--- config.mk ---
export PLATFORM = sky130hd
export DESIGN_NAME = opl3_detect_assist
export DESIGN_NICKNAME = d
export VERILOG_FILES = /design/src/rtl/opl3_detect_assist.sv
export SDC_FILE = /design/constraint.sdc
export NUM_CORES = 1
export LEC_CHECK = 0
export ABC_AREA = 1
export CORE_AREA = 2 2 124 126
export DETAILED_ROUTE_END_ITERATION = 16
export DIE_AREA = 0 0 126 128
export PLACE_DENSITY = 0.37
export SETUP_SLACK_MARGIN = 0.05
export SLEW_MARGIN = 40
export SYNTH_ARGS = -nofsm -noshare
export SYNTH_HDL_FRONTEND = slang
export SYNTH_SLANG_ARGS = --single-unit
export TNS_END_PERCENT = 30
--- constraint.sdc ---
create_clock -name clk -period 1.62 [get_ports clk]
set_input_delay 0.243 -clock clk [delete_from_list [all_inputs] [get_ports clk]]
set_output_delay 0.243 -clock clk [all_outputs]
set_load 0.01 [all_outputs]
--- src/rtl/opl3_detect_assist.sv ---
// OPL3 detection assist: watches host writes to the timer preset/control
// registers and forces a timer overflow after a fixed number of status reads,
// so busy-wait detection loops succeed on hosts that poll faster than the
// real timers tick.
`timescale 1ns/1ps
module opl3_detect_assist #(
  parameter int         READ_THRESHOLD      = 50,
  parameter logic [7:0] TIMER1_MATCH        = 8'hFF,
  parameter logic [7:0] TIMER2_MATCH        = 8'hFF,
  parameter int         REG_FILE_DATA_WIDTH = 8
) (
  input  logic                           clk,
  input  logic                           ic_n,
  input  logic                           cs_n,
  input  logic                           rd_n,
  input  logic                           wr_n,
  input  logic [1:0]                     address,
  input  logic [REG_FILE_DATA_WIDTH-1:0] din,
  input  logic                           enable,
  output logic [1:0]                     force_timer_overflow,
  output logic [1:0]                     armed
);

  localparam int DW = REG_FILE_DATA_WIDTH;
  localparam int CW = $clog2(READ_THRESHOLD + 1);

  typedef enum logic [1:0] {IDLE, ARMED, FIRED} state_t;

  // p1 pin stage, p2 strobe history, latched register pointer, write event
  logic          cs_n_q, rd_n_q, wr_n_q;
  logic [1:0]    addr_q;
  logic [DW-1:0] din_q;
  logic          wr_p2_q, rd_p2_q;
  logic          bank_q, bank_d;
  logic [DW-1:0] reg_addr_q, reg_addr_d;
  logic          ev_q, ev_d;
  logic          ev_bank_q, ev_bank_d;
  logic [DW-1:0] ev_addr_q, ev_addr_d;
  logic [DW-1:0] ev_data_q, ev_data_d;

  logic wr_p1, rd_p1, wr_edge, rd_edge, status_rd;
  logic ev_bank0, wr_ctrl;

  assign wr_p1     = !cs_n_q && !wr_n_q;
  assign rd_p1     = !cs_n_q && !rd_n_q;
  assign wr_edge   = wr_p1 && !wr_p2_q;
  assign rd_edge   = rd_p1 && !rd_p2_q;
  // Only status-port reads count, and never in a cycle that carries a write event
  assign status_rd = rd_edge && !addr_q[0] && !ev_q;
  assign ev_bank0  = ev_q && !ev_bank_q;
  assign wr_ctrl   = ev_bank0 && (ev_addr_q == DW'(8'h04));

  // Address-phase writes latch the pointer; data-phase writes raise an event
  always_comb begin
    bank_d     = bank_q;
    reg_addr_d = reg_addr_q;
    if (wr_edge && !addr_q[0]) begin
      bank_d     = addr_q[1];
      reg_addr_d = din_q;
    end
    ev_d      = wr_edge && addr_q[0];
    ev_bank_d = bank_q;
    ev_addr_d = reg_addr_q;
    ev_data_d = din_q;
  end

  // Host pin pipeline and write decode registers
  always_ff @(posedge clk or negedge ic_n) begin
    if (!ic_n) begin
      cs_n_q     <= 1'b1;
      rd_n_q     <= 1'b1;
      wr_n_q     <= 1'b1;
      addr_q     <= '0;
      din_q      <= '0;
      wr_p2_q    <= 1'b0;
      rd_p2_q    <= 1'b0;
      bank_q     <= 1'b0;
      reg_addr_q <= '0;
      ev_q       <= 1'b0;
      ev_bank_q  <= 1'b0;
      ev_addr_q  <= '0;
      ev_data_q  <= '0;
    end else begin
      cs_n_q     <= cs_n;
      rd_n_q     <= rd_n;
      wr_n_q     <= wr_n;
      addr_q     <= address;
      din_q      <= din;
      wr_p2_q    <= wr_p1;
      rd_p2_q    <= rd_p1;
      bank_q     <= bank_d;
      reg_addr_q <= reg_addr_d;
      ev_q       <= ev_d;
      ev_bank_q  <= ev_bank_d;
      ev_addr_q  <= ev_addr_d;
      ev_data_q  <= ev_data_d;
    end
  end

  genvar gi;
  generate
    for (gi = 0; gi < 2; gi++) begin : g_timer
      // Timer 1 uses start bit0 / mask bit6, timer 2 start bit1 / mask bit5
      localparam logic [7:0] MATCH = (gi == 0) ? TIMER1_MATCH : TIMER2_MATCH;

      state_t        state_q, state_d;
      logic [CW-1:0] cnt_q, cnt_d;
      logic [DW-1:0] shadow_q, shadow_d;
      logic          force_q, force_d;
      logic          armed_q, armed_d;
      logic          preset_wr, start_bit, mask_bit, arm, cancel;

      assign preset_wr = ev_bank0 && (ev_addr_q == DW'(gi + 2));
      assign start_bit = ev_data_q[gi];
      assign mask_bit  = ev_data_q[6-gi];
      assign arm       = wr_ctrl && !ev_data_q[7] && start_bit && !mask_bit &&
                         (shadow_q == DW'(MATCH)) && enable;
      assign cancel    = wr_ctrl && (ev_data_q[7] || !start_bit || mask_bit);

      // Next-state: enable low wins, then arm, then cancel/preset, then counting
      always_comb begin
        state_d  = state_q;
        cnt_d    = cnt_q;
        shadow_d = preset_wr ? ev_data_q : shadow_q;
        if (!enable) begin
          state_d = IDLE;
          cnt_d   = '0;
        end else if (arm) begin
          state_d = ARMED;
          cnt_d   = '0;
        end else if (cancel || preset_wr) begin
          state_d = IDLE;
          cnt_d   = '0;
        end else if (state_q == ARMED) begin
          if (cnt_q == CW'(READ_THRESHOLD)) begin
            state_d = FIRED;
          end else if (status_rd) begin
            cnt_d = cnt_q + CW'(1);
          end
        end
        force_d = (state_d == FIRED);
        armed_d = (state_d != IDLE);
      end

      // Per-timer state, counter, shadow and registered outputs
      always_ff @(posedge clk or negedge ic_n) begin
        if (!ic_n) begin
          state_q  <= IDLE;
          cnt_q    <= '0;
          shadow_q <= '0;
          force_q  <= 1'b0;
          armed_q  <= 1'b0;
        end else begin
          state_q  <= state_d;
          cnt_q    <= cnt_d;
          shadow_q <= shadow_d;
          force_q  <= force_d;
          armed_q  <= armed_d;
        end
      end

      assign force_timer_overflow[gi] = force_q;
      assign armed[gi]                = armed_q;
    end
  endgenerate

endmodule

==> run_results.csv, run 1 <==
group,metric,value,unit
place,place_congestion,0.7070,
setup_path,crit_slowest_cell,"clkdlybuf4s50_1",
route,wl_per_cell,10.74,um
grt,grt_pass1_vias,2036,
place,portBuffers,19,
setup_path,cp_data_arrival_time,1.18,ns
sta,rsz0062_at_grt,"false",
final_layout,final_cell_mix,"dfrtp_1 (75), nand2_1 (62), inv_1 (40)",
final_layout,fillerInstances,1554,
setup_path,required,1.38,ns
yosys,synth_cells,324,
setup_path,worstSetupEndpointType,"output port",
floorplanning,die_h,128,um
clock_network,clock-root-buffer,"clkbuf_16",
sta,fmaxAchievable,702.3,MHz
yosys,ys_seq_area_share,58.58,%
clock_network,clk_latency,0.34,ns
sta,slew_headroom,80.70,%
floorplanning,dieArea,16130,sq um
route,drc,0,
sta,fin_ws,0.1960,ns
clock_network,cts_buffer_depth,2,
sta,tightest_slew,0.2879,ns
route,routed_via_density,3.681,
final_layout,drive_gt1_share,24.44,%
place,dp_slack,0.1812,ns
final_layout,fin_area,4131,sq um
final_layout,ff_latch_area,1956,sq um
sta,final.period_utilization,87.90,%
route,num_vias,2017,
floorplanning,rows,45,
sta,finClkSkew,0.006234,ns
final_layout,final_common_cell,"dfrtp_1",
yosys,yosys-top-cells-area,"dfrtp_1 (56%), nand2_1 (7.0%), inv_1 (4.5%)",
clock_network,path_clk_slew,0.06,ns
clock_network,cts_made_buffers,9,
route,drt_iter0_markers,87,
grt,grt_antenna_before_repair,0,
yosys,synth_nets,344,
route,first_pass_iters,4,
yosys,synth_warnings,0,
final_layout,multi_input_area,1129,sq um
sta,hold_viol,0,
yosys,synth_top_area_share,56.22,%
setup_path,cp_top_family,"buffers and inverters",
floorplanning,die_w,126,um
sta,hold_slack,0.3061,ns
floorplanning,fp.coreArea,14860,sq um
pwr,p_per_area,1174,nW/um^2
run,max_cap_viol_count,0,
sta,setup_violations,0,
route,ant_nets,0,
clock_network,cts_tree,"yes",
clock_network,cts.sinks,78,
place,place_area,3759,sq um
setup_path,worstPathMaxFanout,1,
final_layout,utilization,27.79,%
route,totalWireLength,5.886,mm
yosys,yosys.area.top_type,"dfrtp_1",
grt,grt_pass1_wl,10.24,mm
final_layout,diodes,0,
final_layout,area_growth,23.76,%
pwr,leakage,1.918,nW
sta,tns,0,ns
floorplanning,ios,20,
yosys,syn_avg_cell_area,10.30,sq um
grt,grt_use_total,8.237,%
pwr,max-vdd-ir-drop,0.4439,mV
setup_path,critPathBufInv,1,
clock_network,h-tree-depth,3,
yosys,syn_area,3338,sq um
sta,slew_violations,0,
place,hpwl,4.170,mm
grt,grt-ovfl-total,0,
sta,finalCriticalPeriod,1.424,ns
setup_path,critPathMaxStageDelay,0.53,ns
status,status,"complete, no violations",
grt,grt_max_degree,36,
yosys,synth_seq_cells,78,
final_layout,nNetsFinal,375,
setup_path,path_cells,"clkdlybuf4s50_1",
yosys,ys_types,31,
floorplanning,start_util,22.46,%
setup_path,start_kind,"flip-flop",
setup_path,critical_path_class,"reg -> out",
worst_hold_path,hold_class,"in -> async",
-- routing by layer --
layer / up-vias / routed length [um] / GRT usage [%]
met1: 916 / 3056 / 11.18
met5: - / 0 / 0
met4: 0 / 154 / 5.236
li1: 1064 / - / -
met3: 12 / 185 / 2.504
met2: 25 / 2489 / 11.35
-- cell families after synthesis --
kind of cell,share of synthesized area (%)
buffers and inverters,7.609
XOR/XNOR,0.5248
adder cells (fa/ha/maj),1.499
AND/OR/NAND/NOR,22.98
flip-flops,58.58
AO/OA/AOI/OAI,5.772
multiplexers,3.036
-- through the flow --
step | power, mW | std cells
2_1_floorplan | 2.363 | 324
3_3_place_gp | 2.500 | 530
3_5_place_dp | 2.505 | 530
4_1_cts | 4.934 | 547
5_1_grt | 5.052 | 548
6_report | 4.850 | 548
-- worst paths after layout --
| kind | start | slack (ns) | cells after the start | end |
|---|---|---|---|---|
| max reg2reg | g_timer[1].cnt_q[0] | 0.23 | 10 | g_timer[1].cnt_q[1] |
| min reg2reg | ev_addr_d[4] | 0.37 | 0 | ev_addr_q[4] |
| min in group clk | rd_n | 0.31 | 1 | rd_n_q |
| min | ic_n | 0.31 | 2 | g_timer[1].cnt_q[2] |
| max | g_timer[0].force_q | 0.20 | 1 | force_timer_overflow[0] |
| max in group asynchronous | ic_n | 0.73 | 3 | wr_n_q |
-- power by group --
group	leakage (nW)	internal, mW	total [mW]	switching, mW
sequential	0.997	2.10	2.18	0.0807
combinational	0.749	0.119	0.277	0.157
clock	0.173	1.56	2.39	0.835
total	1.92	3.78	4.85	1.07
-- synthesized netlist by cell type --
library cell  count
nand3b_4          1
o21ai_0           2
buf_6             2
nor2_4            3
nor2_2            7
ha_1              4
nand4_1           1
o21bai_1          3
nand3b_2          1
or2_1             1
inv_1            40
nand2_2          11
o21ai_2          16
nor2_1           32
nand2_4           2
mux2_1            9
inv_2            12
nand3_1          15
nor4_1            1
nand3b_1          2
nor2_8            1
nand2_1          62
buf_4             4
nand3_2           4
dfrtp_1          75
dfstp_2           3
o21ai_1           4
xor2_1            2
nor3_2            1
nand3_4           2
inv_4             1
-- cell type report --
type	instances	area share, %
clock buffers	10	5.784
clock inverters	6	2.816
inverters	53	4.876
multi-input cells	187	27.32
flip-flops and latches	78	47.34
well taps	188	5.694
repair buffers	26	6.178
-- state kept, by name, summed over array words and instances, names as in the netlist --
| name | flops |
|---|---|
| g_timer.armed_q | 2 |
| wr_p2_q | 1 |
| g_timer.cnt_q | 12 |
| ev_bank_q | 1 |
| g_timer.state_q | 4 |
| rd_n_q | 1 |
| g_timer.shadow_q | 16 |
| din_q | 8 |
| ev_addr_q | 8 |
| ev_data_q | 8 |
| addr_q | 2 |
| bank_q | 1 |
| ev_q | 1 |
| rd_p2_q | 1 |
| g_timer.force_q | 2 |
| cs_n_q | 1 |
| ev_addr_d | 8 |
| wr_n_q | 1 |
-- what timing repair did --
item | in CTS | in global routing
hold endpoints to repair | 15 | 0
resized for setup | 0 | 0
setup buffers | 0 | 1
hold buffers | 1 | 0
setup endpoints to repair | 0 | 1
No activity file was read; power rests on OpenSTA's default activity.
==> run 2: changes to the inputs <==
==> constraint.sdc (replaced) <==
create_clock -name clk -period 1.62 [get_ports clk]
set_input_delay 0.243 -clock clk [delete_from_list [all_inputs] [get_ports clk]]
set_output_delay 0.243 -clock clk [all_outputs]
set_load 0.05 [all_outputs]
==> run_results.csv, run 2 (synthesis gave the netlist of run 1 again) <==
group,metric,value,unit
status,status,"complete, no violations",
clock_network,cts_tree,"yes",
final_layout,drive_gt1_share,25.83,%
final_layout,fillerInstances,1601,
final_layout,ff_latch_area,1956,sq um
pwr,leakage,1.890,nW
clock_network,path_clk_slew,0.06,ns
place,hpwl,4.159,mm
route,wl_per_cell,10.64,um
route,routed_via_density,3.704,
sta,finClkSkew,0.008198,ns
final_layout,area_growth,21.44,%
route,first_pass_iters,4,
floorplanning,die_h,128,um
floorplanning,start_util,22.46,%
clock_network,clk_latency,0.34,ns
floorplanning,die_w,126,um
setup_path,worstPathMaxFanout,8,
sta,setup_violations,0,
clock_network,cts.sinks,78,
pwr,p_per_area,1075,nW/um^2
final_layout,top_regs,"g_timer.shadow_q (16), g_timer.cnt_q (12)",
sta,final.period_utilization,87.34,%
sta,finalCriticalPeriod,1.415,ns
setup_path,worstSetupEndpointType,"flip-flop",
setup_path,ff2ff_setup_slack,0.21,ns
route,totalWireLength,5.830,mm
worst_hold_path,hold_class,"in -> reg",
run,max_cap_viol_count,0,
setup_path,cp_data_arrival_time,1.68,ns
final_layout,final_cell_mix,"dfrtp_1 (75), nand2_1 (62), inv_1 (40)",
clock_network,cts_buffer_depth,2,
grt,grt-ovfl-total,0,
place,place_congestion,0.6843,
clock_network,h-tree-depth,3,
final_layout,regMostFlops,"g_timer.shadow_q",
sta,fmaxAchievable,706.8,MHz
route,ant_nets,0,
place,portBuffers,19,
final_layout,multi_input_area,1134,sq um
final_layout,nNetsFinal,375,
floorplanning,ios,20,
clock_network,cts_made_buffers,9,
clock_network,clock-root-buffer,"clkbuf_16",
grt,grt_pass1_wl,10.54,mm
sta,slew_headroom,71.25,%
setup_path,critical_path_class,"reg -> reg",
sta,tns,0,ns
floorplanning,rows,45,
route,num_vias,2030,
sta,rsz0062_at_grt,"true",
grt,grt_max_degree,30,
grt,grt_use_total,8.497,%
route,drc,0,
grt,grt_antenna_before_repair,0,
sta,hold_slack,0.3085,ns
pwr,max-vdd-ir-drop,0.4688,mV
floorplanning,dieArea,16130,sq um
floorplanning,fp.coreArea,14860,sq um
sta,tightest_slew,0.4312,ns
sta,slew_violations,0,
sta,hold_viol,0,
setup_path,required,1.88,ns
grt,grt_pass1_vias,2097,
setup_path,start_kind,"flip-flop",
final_layout,diodes,0,
route,drt_iter0_markers,95,
final_layout,final_common_cell,"dfrtp_1",
final_layout,largest_reg_flops,16,
[run 2: changes by cell type in the layout (fill, tap and decap cells not counted)]
cell	before	now
buf_4	6	10
clkdlybuf4s50_1	18	14
bufinv_16	3	0
clkinvlp_4	0	2
clkbuf_8	1	0
clkinv_2	0	1
inv_8	0	1
nand3_1	15	14
nand3_2	4	5
[run 2: final cells by class]
cell class                 instances  share of cell area, %
sequential                        78                  48.24
timing repair buffer              26                  6.049
clock buffer                       9                  5.556
tap                              188                  5.802
clock inverter                     7                  1.420
inverter                          53                  4.969
multi-input combinational        187                  27.96
[run 2: metrics by stage]
| step | cells | instance area [sq um] | util, % | power (mW) | worst slack, ns |
|---|---|---|---|---|---|
| after floorplan | 324 | 3338 | - | 2.363 | 0.3554 |
| after global placement | 530 | 3749 | 25.22 | 2.502 | 0.1721 |
| after detailed placement | 530 | 3749 | 25.22 | 2.505 | 0.1656 |
| after CTS | 547 | 4041 | 27.19 | 4.449 | 0.1502 |
| after global routing | 548 | 4054 | 27.27 | 4.593 | 0.02741 |
| final | 548 | 4054 | 27.27 | 4.357 | 0.2051 |
[run 2: worst max-delay path: stages (launching register included)]
cell and delay, ns:
dfrtp_1 0.40, inv_1 0.06, ha_1 0.20, nand3_1 0.08
nor2_2 0.06, nor2_2 0.12, nand2_4 0.10, inv_2 0.09
nand2_1 0.05, nand2_1 0.05, inv_1 0.04, nor2_1 0.10
[run 2: metal layers]
| metal | vias up | share of wire (%) | GRT usage (%) |
|---|---|---|---|
| met2 | 25 | 42 | 11.80 |
| met1 | 932 | 52 | 11.74 |
| met3 | 13 | 2.7 | 2.504 |
| li1 | 1060 | - | - |
| met5 | - | 0 | 0 |
| met4 | 0 | 2.6 | 4.848 |
[run 2: repair_timing]
| item | CTS | global route |
|---|---|---|
| endpoints found under the setup margin | 0 | 7 |
| gates resized for setup | 0 | 1 |
| endpoints found under the hold margin | 26 | 0 |
| setup buffers | 0 | 1 |
| hold buffers | 1 | 0 |
[run 2: power by group]
group	internal, mW	switching, mW
sequential	2.10	0.0809
combinational	0.119	0.158
clock	1.05	0.845
[run 2: final timing paths]
check,from,to,cells after the start
worst max-delay path,g_timer[0].cnt_q[0],g_timer[0].cnt_q[2],11
worst min-delay path,rd_n,rd_n_q,1
worst max register to register,g_timer[0].cnt_q[0],g_timer[0].cnt_q[2],11
worst min register to register,din_q[4],ev_data_q[4],0
max in group asynchronous,ic_n,ev_addr_q[4],3
min in group asynchronous,ic_n,g_timer[1].cnt_q[2],2
